### src/rtl/io_bus_arbiter.sv
// io_bus_arbiter: round-robin two-master arbiter sequencing one read/write strobe per grant onto the peripheral bus.
// Define IO_ARB_FIXED_PRIORITY_EN for fixed priority, where port 0 wins every tie.
module io_bus_arbiter #(
  parameter int ID_W   = 6,
  parameter int DATA_W = 16
) (
  input  logic              clk,
  input  logic              rst_n,
  input  logic              req0,
  input  logic              we0,
  input  logic [ID_W-1:0]   id0,
  input  logic [DATA_W-1:0] wdata0,
  output logic              ack0,
  output logic [DATA_W-1:0] rdata0,
  input  logic              req1,
  input  logic              we1,
  input  logic [ID_W-1:0]   id1,
  input  logic [DATA_W-1:0] wdata1,
  output logic              ack1,
  output logic [DATA_W-1:0] rdata1,
  output logic [ID_W-1:0]   bus_id,
  output logic [DATA_W-1:0] bus_din,
  output logic              bus_read,
  output logic              bus_write,
  input  logic [DATA_W-1:0] bus_dout,
  output logic              busy
);
  typedef enum logic [1:0] {IDLE, ACCESS, DONE} state_t;
  state_t state;
  logic win;
  logic pick;
  logic sel_we;
`ifdef IO_ARB_FIXED_PRIORITY_EN
  assign pick = !req0;
`else
  logic last_grant;
  assign pick = (req0 && req1) ? !last_grant : req1;
`endif
  assign sel_we = pick ? we1 : we0;
  assign busy   = state != IDLE;
  // Bus outputs are loaded at grant so they are stable for the whole ACCESS cycle.
  always_ff @(posedge clk or negedge rst_n) begin
    if (!rst_n) begin
      state     <= IDLE;
      win       <= 1'b0;
      bus_id    <= '0;
      bus_din   <= '0;
      bus_read  <= 1'b0;
      bus_write <= 1'b0;
      ack0      <= 1'b0;
      ack1      <= 1'b0;
      rdata0    <= '0;
      rdata1    <= '0;
`ifndef IO_ARB_FIXED_PRIORITY_EN
      last_grant <= 1'b1;
`endif
    end else begin
      case (state)
        IDLE: if (req0 || req1) begin
          win       <= pick;
          bus_id    <= pick ? id1 : id0;
          bus_din   <= sel_we ? (pick ? wdata1 : wdata0) : '0;
          bus_read  <= !sel_we;
          bus_write <= sel_we;
          state     <= ACCESS;
`ifndef IO_ARB_FIXED_PRIORITY_EN
          last_grant <= pick;
`endif
        end
        ACCESS: begin
          if (bus_read && win) rdata1 <= bus_dout;
          if (bus_read && !win) rdata0 <= bus_dout;
          ack0      <= !win;
          ack1      <= win;
          bus_id    <= '0;
          bus_din   <= '0;
          bus_read  <= 1'b0;
          bus_write <= 1'b0;
          state     <= DONE;
        end
        default: begin
          ack0  <= 1'b0;
          ack1  <= 1'b0;
          state <= IDLE;
        end
      endcase
    end
  end
endmodule
### config.mk
export PLATFORM = sky130hd
export DESIGN_NAME = io_bus_arbiter
export DESIGN_NICKNAME = d
export VERILOG_FILES = /design/src/rtl/io_bus_arbiter.sv
export SDC_FILE = /design/constraint.sdc
export NUM_CORES = 1
export LEC_CHECK = 0
export ABC_AREA = 1
export BUFFER_PORTS_ARGS = -buffer_cell sky130_fd_sc_hd__buf_4
export CAP_MARGIN = 10
export CORE_UTILIZATION = 47
export DETAILED_ROUTE_END_ITERATION = 16
export PLACE_DENSITY_LB_ADDON = 0.05
export SLEW_MARGIN = 20
export SYNTH_ARGS = -nofsm -noshare
export SYNTH_HDL_FRONTEND = slang
export SYNTH_SLANG_ARGS = --single-unit
### constraint.sdc
create_clock -name clk -period 1.6 [get_ports clk]
set_clock_uncertainty 0.1 [all_clocks]
set_input_delay 0 -clock clk [delete_from_list [all_inputs] [get_ports clk]]
set_output_delay 0 -clock clk [all_outputs]
set_load 0.01 [all_outputs]
---- Word-level counts from Yosys, hierarchy flattened ----
Index checks and enable logic that the tools add are counted.
W data, S select, Z words.
storage, ports and cells
  bits in registers ....................... 62
  bits of input ports ..................... 66
  output and inout port bits .............. 59
  logic and storage cells ................. 44
cells by class
  equal/unequal tests ..................... 2
  mux-type cells .......................... 17
  reductions and logical operators ........ 14
operators with widths
  cell                  count
  $mux W16              3
  $pmux W16 S2          1
  $mux W6               2
  $pmux W6 S2           1
  $pmux W1 S2           4
  $reduce_and A2 Y1     4
  $mux W1               4
  $pmux W2 S2           1
  $reduce_bool A2 Y1    2
  $logic_and A1 B1 Y1   3
  $logic_not A1 Y1      3
  $eq A2 B1 Y1 const B  1
  $logic_not A2 Y1      1
  $mux W2               1
  $ne A2 B2 Y1 const B  1
  $logic_or A1 B1 Y1    1

---- Logic depth before layout (Yosys ltp) ----
Gate-level depths: netlist of run 1.
  depth after elaboration ................. 6
  depth in mapped cells ................... 8
  gate-level depth less buffers ........... 6

---- Least setup slack after synthesis of run 1 ----
OpenSTA, ideal clock, no wires.
  path kind ............................... reg2reg
  start point ............................. register last_grant
  end point ............................... register bus_id[1]
  setup time .............................. 0.124 ns
  data arrival time ....................... 1.114 ns
  required time ........................... 1.376 ns
  path slack .............................. 0.262 ns
  cell stages (with the launch flop) ...... 8
  buffers on the path ..................... 2
  period minus slack after synthesis ...... 1.338 ns
  path through ............................ dfstp_2 > nand2_2 > nand2_2 > buf_6 > buf_6 > nand2_1 > o211ai_1 > nand2_1
on the way
  cells in the longest elaborated chain, start to end .. 5
ends and longest elaborated chain
  element                   line  text
  start: declaration        36    logic last_grant;
  start signal: assignment  67    last_grant <= pick;
  $logic_not A1 Y1          37    assign pick = (req0 && req1) ? !last_grant : req1;
  $mux W1                   37
  $mux W6                   61    bus_id <= pick ? id1 : id0;
  $mux W6                   59    IDLE: if (req0 || req1) begin
  $pmux W6 S2               58    case (state)
  end signal: assignment    61
  end: declaration          21    output logic [ID_W-1:0] bus_id,
No other way between the ends. The select of a mux whose other input is x is not followed.
A chain may end at the register's enable or synchronous reset.

---- Final worst setup path of run 1 ----
  start point ............................. input req1
  end point ............................... register bus_din[3]
on the way
  cells in the longest elaborated chain, start to end .. 6
  elaborated cells on any way between the ends .. 10
  those cells by class .................... eq/ne: 1; mux: 6; reduce/logical: 3
ends and longest elaborated chain
  element                                     line    text
  start: declaration                          15      input logic req1,
  $logic_and A1 B1 Y1                         37
  $mux W1                                     37
  $mux W16 / $mux W1 (equally long branches)  62, 39
  $mux W16                                    62      bus_din <= sel_we ? (pick ? wdata1 : wdata0) : '0;
  $mux W16                                    59
  $pmux W16 S2                                58
  end signal: assignment                      62
  end: declaration                            22      output logic [DATA_W-1:0] bus_din,
Parallel ways exist; a longest one is shown, timed or not. The select of a mux whose other input is x is not followed.

==> qor.yml, run 1 <==
run_status:
  status: "completed"
worst_setup_path:
  worstSetupPathType: "primary input to register"
  cp_data_arrival_time_ps: 1610
  worst_path_largest_cell_delay_ps: 540
  r2r_start: "last_grant$_DFFE_PN1P_"
  cp-start-kind: "primary input"
  rr_worst_depth: 6
  worst_setup_path_end_kind: "register"
  worstSetupEndpoint: "bus_din[3]$_DFFE_PN0P_"
  r2r_slack_ps: 150
  critPathRequiredTime_ps: 1760
  crit_start: "req1"
  slowest_stage: "dlygate4sd3_1"
  reg2reg_to: "bus_din[4]$_DFFE_PN0P_"
  crit_path_cell_trace: "dlygate4sd3_1, buf_4, nor2_1, nor2_4, inv_2, nand3_1, nand2_1"
  cp_max_fo: 26
routing:
  first_iter_violations: 175
  via_per_inst: 4.974
  drc_errors: 0
  antenna_left: 0
  drt_wl_total_um: 7870
  dr_total_vias: 2880
  first_pass_iters: 4
  wl_per_cell_um: 13.59
floorplanning:
  die_area_um2: 6167
  die_h_um: 78.53
  die_w_um: 78.53
  boundaryPins: 125
  core-area_um2: 5574
  initial_core_util_pct: 49.38
  rows: 27
global_routing:
  grt_first_pass_wirelength_um: 13190
  grt_pass1_vias: 2880
  antenna_found_initial: 0
  grt.total_usage_pct: 27.47
  gr-total-overflow: 0
  grt_max_degree: 39
clock_network:
  post_cts_buffers: 0
  cts_buffers: 9
  htreeDepth: 3
  cts-root-buf: "clkbuf_8"
  cts.path.max_buffers: 2
  path_clk_slew_ps: 70
  cts.sinks: 62
  cts_tree: "done"
  clock_latency_ps: 320
logic_synthesis:
  netlist_area_um2: 2753
  yosysTopAreaCellShare_pct: 55.45
  ys_seq_elements: 62
  synth_area_leader_cell: "dfrtp_1"
  synth.distinct_cells: 16
  synth_cells: 317
  syn_nets: 383
  synth.area.top_cells: "dfrtp_1 55%, nand2_1 14%, nand3_1 11%"
  yosysSeqAreaShare_pct: 56.41
  yosysWarningCount: 0
  postSynthAreaPerCell_um2: 8.683
run:
  maxCapViolations: 0
sta:
  rsz0062_at_grt: "no"
  slew_violations: 0
  maxSlewHeadroom_pct: 69.85
  finalSetupViolCount: 0
  fmax_ghz: 0.6885
  period_needed_ps: 1452
  fin_setup_tns_ps: 0
  worst_pin_slew_ps: 451.5
  hold_viol: 0
  fin_crit_sh_pct: 90.78
placement:
  portBuffers: 124
  place_congestion: 0.7452
  hpwl_um: 4561
power:
  pwr_density_cell_nw_per_um2: 1599
  p_leak_nw: 2.437
  peakVddDrop_uv: 941.7
final_layout:
  fin_nets: 568
  fin_util_pct: 80.79
  drive_gt1_share_pct: 30.97
  syn_to_final_growth_pct: 63.59
  diodes: 0
min_path:
  hp-class: "primary input to async pin"
## registers in the layout (all words and copies together), names as in the netlist
register	flops
ack0	1
ack1	1
bus_din	16
bus_id	6
bus_read	1
bus_write	1
last_grant	1
rdata0	16
rdata1	16
state	2
win	1
## cells by family after synthesis
group	share of synthesized area, %
compound gates	8.182
buf+inv	8.636
simple gates	26.77
flops	56.41
## layout make-up
| type | instances | area [µm²] |
|---|---|---|
| Timing Repair Buffer | 193 | 1629 |
| Sequential cell | 62 | 1553 |
| Fill cell | 371 | 1071 |
| Multi-Input combinational cell | 209 | 962.2 |
| Clock buffer | 12 | 145.1 |
| Inverter | 27 | 101.3 |
| Tap cell | 72 | 90.09 |
| Clock inverter | 4 | 22.52 |
## what timing repair did
item	CTS	global route
endpoints found under the hold margin	116	0
hold buffers	62	0
gates resized for setup	0	0
## synthesized netlist by cell type
cell type,instances
buf_2,10
nand3_2,2
dfrtp_1,61
inv_1,24
inv_2,3
o211ai_1,6
o21ai_0,4
nand3_1,58
buf_4,4
buf_6,5
nor2_1,2
nand2_1,99
o21ai_1,32
dfstp_2,1
nor2_4,2
nand2_2,4
## layer usage
layer	global-route usage (%)	part of all wire [%]
met4	10.37	1.9
met1	33.92	41
met3	6.047	7.2
met5	0	0
met2	46.87	50
## cells in the final DEF (no fill, tap or decap), drive strengths merged
cell type      n
buf          131
nand2        103
dlygate4sd3   62
dfrtp         61
nand3         60
o21ai         36
inv           27
clkbuf        12
o211ai         6
nor2           4
clkinv         3
clkinvlp       1
dfstp          1
## per-stage QoR
step	hold slack (ps)	power, W	cells	cell area (µm²)	worst slack [ps]
finish	21.02	0.007198	579	4503	147.5
global route	49.32	0.007699	579	4503	23.63
CTS	19.88	0.007187	579	4503	191.6
floorplan	-395.6	0.004375	317	2753	262.4
global placement	-175.8	0.005818	501	3715	254.5
detailed placement	-177.6	0.005897	501	3715	201.4
## worst min-delay path by stage
| stage | slack [ps] | cells after the start | endpoint | from |
|---|---|---|---|---|
| final | 20 | 2 | ack0$_DFFE_PN0P_ | rst_n |
| after floorplan | -400 | 0 | ack0$_DFFE_PN0P_ | rst_n |
| after detailed placement | -180 | 1 | bus_din[1]$_DFFE_PN0P_ | rst_n |
| after global routing | 50 | 2 | ack0$_DFFE_PN0P_ | rst_n |
| after global placement | -180 | 1 | bus_id[4]$_DFFE_PN0P_ | rst_n |
| after CTS | 20 | 2 | rdata1[4]$_DFFE_PN0P_ | rst_n |
## report_power, final
part	switching, W	internal, W	leakage (nW)
logic	0.00171	0.00157	1.58
clock network	0.000567	0.000597	0.0861
registers	0.000446	0.00231	0.774
total	0.00272	0.00448	2.44
## critical path, delay by kind of cell
kind / cells / cell delay, ps
and+or+nand+nor: 4 / 510
buffers and inverters: 3 / 1090
Note: power is estimated with default switching activity, not from simulation.
==> inputs of run 2 (changes only) <==
ABC_AREA = unset   (was 1)
CORE_UTILIZATION = 46   (was 47)
==> run 2 against run 1 <==
Compared with the run above:
- the flow now finishes with violations (hold timing)
- die area is 0.34% higher
- total power hardly changed
- sequential cell count stayed put
- sequential power hardly changed
- synthesized area is 1.8% lower
- cell area is 1.9% lower
- synthesized cell count is 39% lower
- via count is 18% lower
- first-iteration DRC count is 60% lower
- clock-buffer cell count is 1 higher
==> qor.yml, run 2 <==
min_path:
  holdPathStages: 4
  hp-class: "primary input to register"
worst_setup_path:
  slowest_stage: "dfrtp_2"
  worstSetupPathType: "register to register"
  cp_max_fo: 10  # -62%
  crit_path_cell_trace: "nor2b_4, and3_4, buf_12, mux2_4"
  critPathRequiredTime_ps: 1720  # -40 ps
  cp_data_arrival_time_ps: 1670  # +60 ps
  worst_setup_path_end_kind: "register"
  worst_path_largest_cell_delay_ps: 450  # -90 ps
  rr_worst_depth: 4  # -2
  cp-start-kind: "register"
clock_network:
  cts_tree: "done"
  htreeDepth: 3  # unchanged
  cts.sinks: 62  # unchanged
  path_clk_slew_ps: 70  # about the same
  cts.path.max_buffers: 2  # unchanged
  cts-root-buf: "clkbuf_8"
  clock_latency_ps: 350  # +30 ps
  cts_buffers: 9  # unchanged
floorplanning:
  die_w_um: 78.67  # +0.17%
  initial_core_util_pct: 48.51  # -0.88 points
  die_area_um2: 6188  # +0.34%
  core-area_um2: 5574  # unchanged
  boundaryPins: 125  # unchanged
  die_h_um: 78.67  # +0.17%
  rows: 27  # unchanged
sta:
  period_needed_ps: 1553  # +100.8 ps
  hold_ws_ps: -24.12  # -45.13 ps
  hold_viol: 2  # +2
  finalSetupViolCount: 0  # unchanged
  worst_pin_slew_ps: 428.6  # -22.94 ps
  fmax_ghz: 0.6438  # -6.5%
  slew_violations: 0  # unchanged
  fin_setup_tns_ps: 0  # unchanged
  rsz0062_at_grt: "no"
  maxSlewHeadroom_pct: 71.43  # +1.6 points
  fin_crit_sh_pct: 97.08  # +6.3 points
run_status:
  violations: "hold timing"
  status: "finished with violations"
final_layout:
  drive_gt1_share_pct: 55.24  # +24 points
  fin_nets: 443  # -22%
  final_cell_mix: "134 x buf_4, 60 x dfrtp_1, 51 x dlygate4sd3_1, 20 x mux2_2, 18 x nand2_1"
  stdcell_count: 454  # -22%
  syn_to_final_growth_pct: 63.35
  diodes: 0  # unchanged
  mostFrequentLayoutCell: "buf_4"
  fin_util_pct: 79.24  # -1.5 points
  reg_top3: "bus_din x16, rdata0 x16, rdata1 x16"
global_routing:
  grt_max_degree: 34  # -13%
  gr-total-overflow: 0  # unchanged
  grt.total_usage_pct: 24.79  # -2.7 points
  met1_usage_pct: 29.34  # -4.6 points
  met3_usage_pct: 8.953  # +2.9 points
  grt-busiest-layer: "met2"
  met2_usage_pct: 40.52  # -6.3 points
  grt_first_pass_wirelength_um: 11540  # -13%
  grt_pass1_vias: 2423  # -16%
  antenna_found_initial: 0  # unchanged
logic_synthesis:
  synth.area.top_cells: "dfrtp_1 56%, mux2_2 8.3%, mux2_4 5.6%"
  ys_seq_elements: 62  # unchanged
  synth_area_leader_cell: "dfrtp_1"
  synthTopCellsByCount: "61 x dfrtp_1, 20 x mux2_2, 18 x nand2_1"
  synth_cells: 193  # -39%
  synth-edff-count: 0  # unchanged
  yosysSeqAreaShare_pct: 57.43  # +1.0 points
  async_flop_share_pct: 100.0  # unchanged
  postSynthAreaPerCell_um2: 14.01  # +61%
  yosysWarningCount: 0  # unchanged
  netlist_area_um2: 2704  # -1.8%
  yosys_most_used_dff: "dfrtp_1"
  yosysTopAreaCellShare_pct: 56.46  # +1.0 points
  synth_most_common_cell: "dfrtp_1"
  syn_nets: 259  # -32%
  synth.distinct_cells: 29  # +13
power:
  power_w: 0.007197  # about the same
  pwr_density_cell_nw_per_um2: 1629  # +1.9%
  p_leak_nw: 2.152  # -12%
  peakVddDrop_uv: 908.7  # -3.5%
placement:
  dp_cells: 383  # -24%
  place_congestion: 0.7375  # -1.0%
  portBuffers: 124  # unchanged
  hpwl_um: 4603  # +0.92%
routing:
  dr_total_vias: 2373  # -18%
  drc_errors: 0  # unchanged
  drt_wl_total_um: 7016  # -11%
  wl_per_cell_um: 15.45  # +14%
  first_pass_iters: 4  # unchanged
  first_iter_violations: 70  # -60%
  antenna_left: 0  # unchanged
  via_per_inst: 5.227  # +5.1%
run:
  maxCapViolations: 0  # unchanged
run 2: per-layer routing:
layer  routed length [µm]  part of all wire [%]
met1                 2934                    42
met5                    0                     0
met2                 3402                    48
met4                  113                   1.6
met3                  565                   8.1
run 2: kinds of logic (layout without fill, tap and decap cells):
family,Yosys count,after routing,share of synthesized area (%)
and+or+nand+nor,50,50,11.01
AOI/OAI and AO/OA,28,28,10.55
muxes,35,35,15.83
buffers and inverters,18,207,5.183
DFF,62,62,57.43
run 2: layout make-up:
cell class	count	area [µm²]
clock buffer	13	138.9
clock inverter	3	15.01
fill	336	1157
inverter	3	11.26
multi-input combinational	113	1031
sequential	62	1554
tap	72	90.09
timing repair buffer	188	1577
run 2: path summary, 6_finish.rpt:
check	from	end	slack, ps
setup / recovery	state[1]$_DFFE_PN0P_	rdata0[11]$_DFFE_PN0P_	50
hold / removal	wdata0[11]	bus_din[11]$_DFFE_PN0P_	-20
setup reg to reg	state[1]$_DFFE_PN0P_	rdata0[11]$_DFFE_PN0P_	50
hold reg to reg	last_grant$_DFFE_PN1P_	last_grant$_DFFE_PN1P_	390
max in group asynchronous	rst_n	last_grant$_DFFE_PN1P_	780
min in group asynchronous	rst_n	rdata1[9]$_DFFE_PN0P_	50
run 2: timing repair:
item / CTS / global route
hold buffers: 51 / 0
endpoints found under the hold margin: 117 / 0
setup buffers: 4 / 0
pin swaps: 1 / 0
setup endpoints to repair: 23 / 4
gates cloned: 0 / 0
resized for setup: 2 / 3
run 2: through the flow:
stage	area (µm²)	hold slack (ps)	setup WS, ps
finish	4417	-24.12	46.72
global route	4417	34.02	9.434
CTS	4403	1.602	40.67
detailed placement	3689	-130.7	-59.57
global placement	3689	-127.8	-23.50
floorplan	2704	-395.6	28.85
run 2: critical path: cells and delay by family (launching register included):
kind / cells / cell delay [ps]
flops: 1 / 450
simple gates: 2 / 420
mux: 1 / 300
buf+inv: 1 / 150
run 2: where the power goes:
part	internal (W)	switching (W)	leakage [nW]
sequential	0.00230	0.000449	0.768
combinational	0.00195	0.00137	1.30
clock	0.000556	0.000575	0.0812
total	0.00480	0.00240	2.15
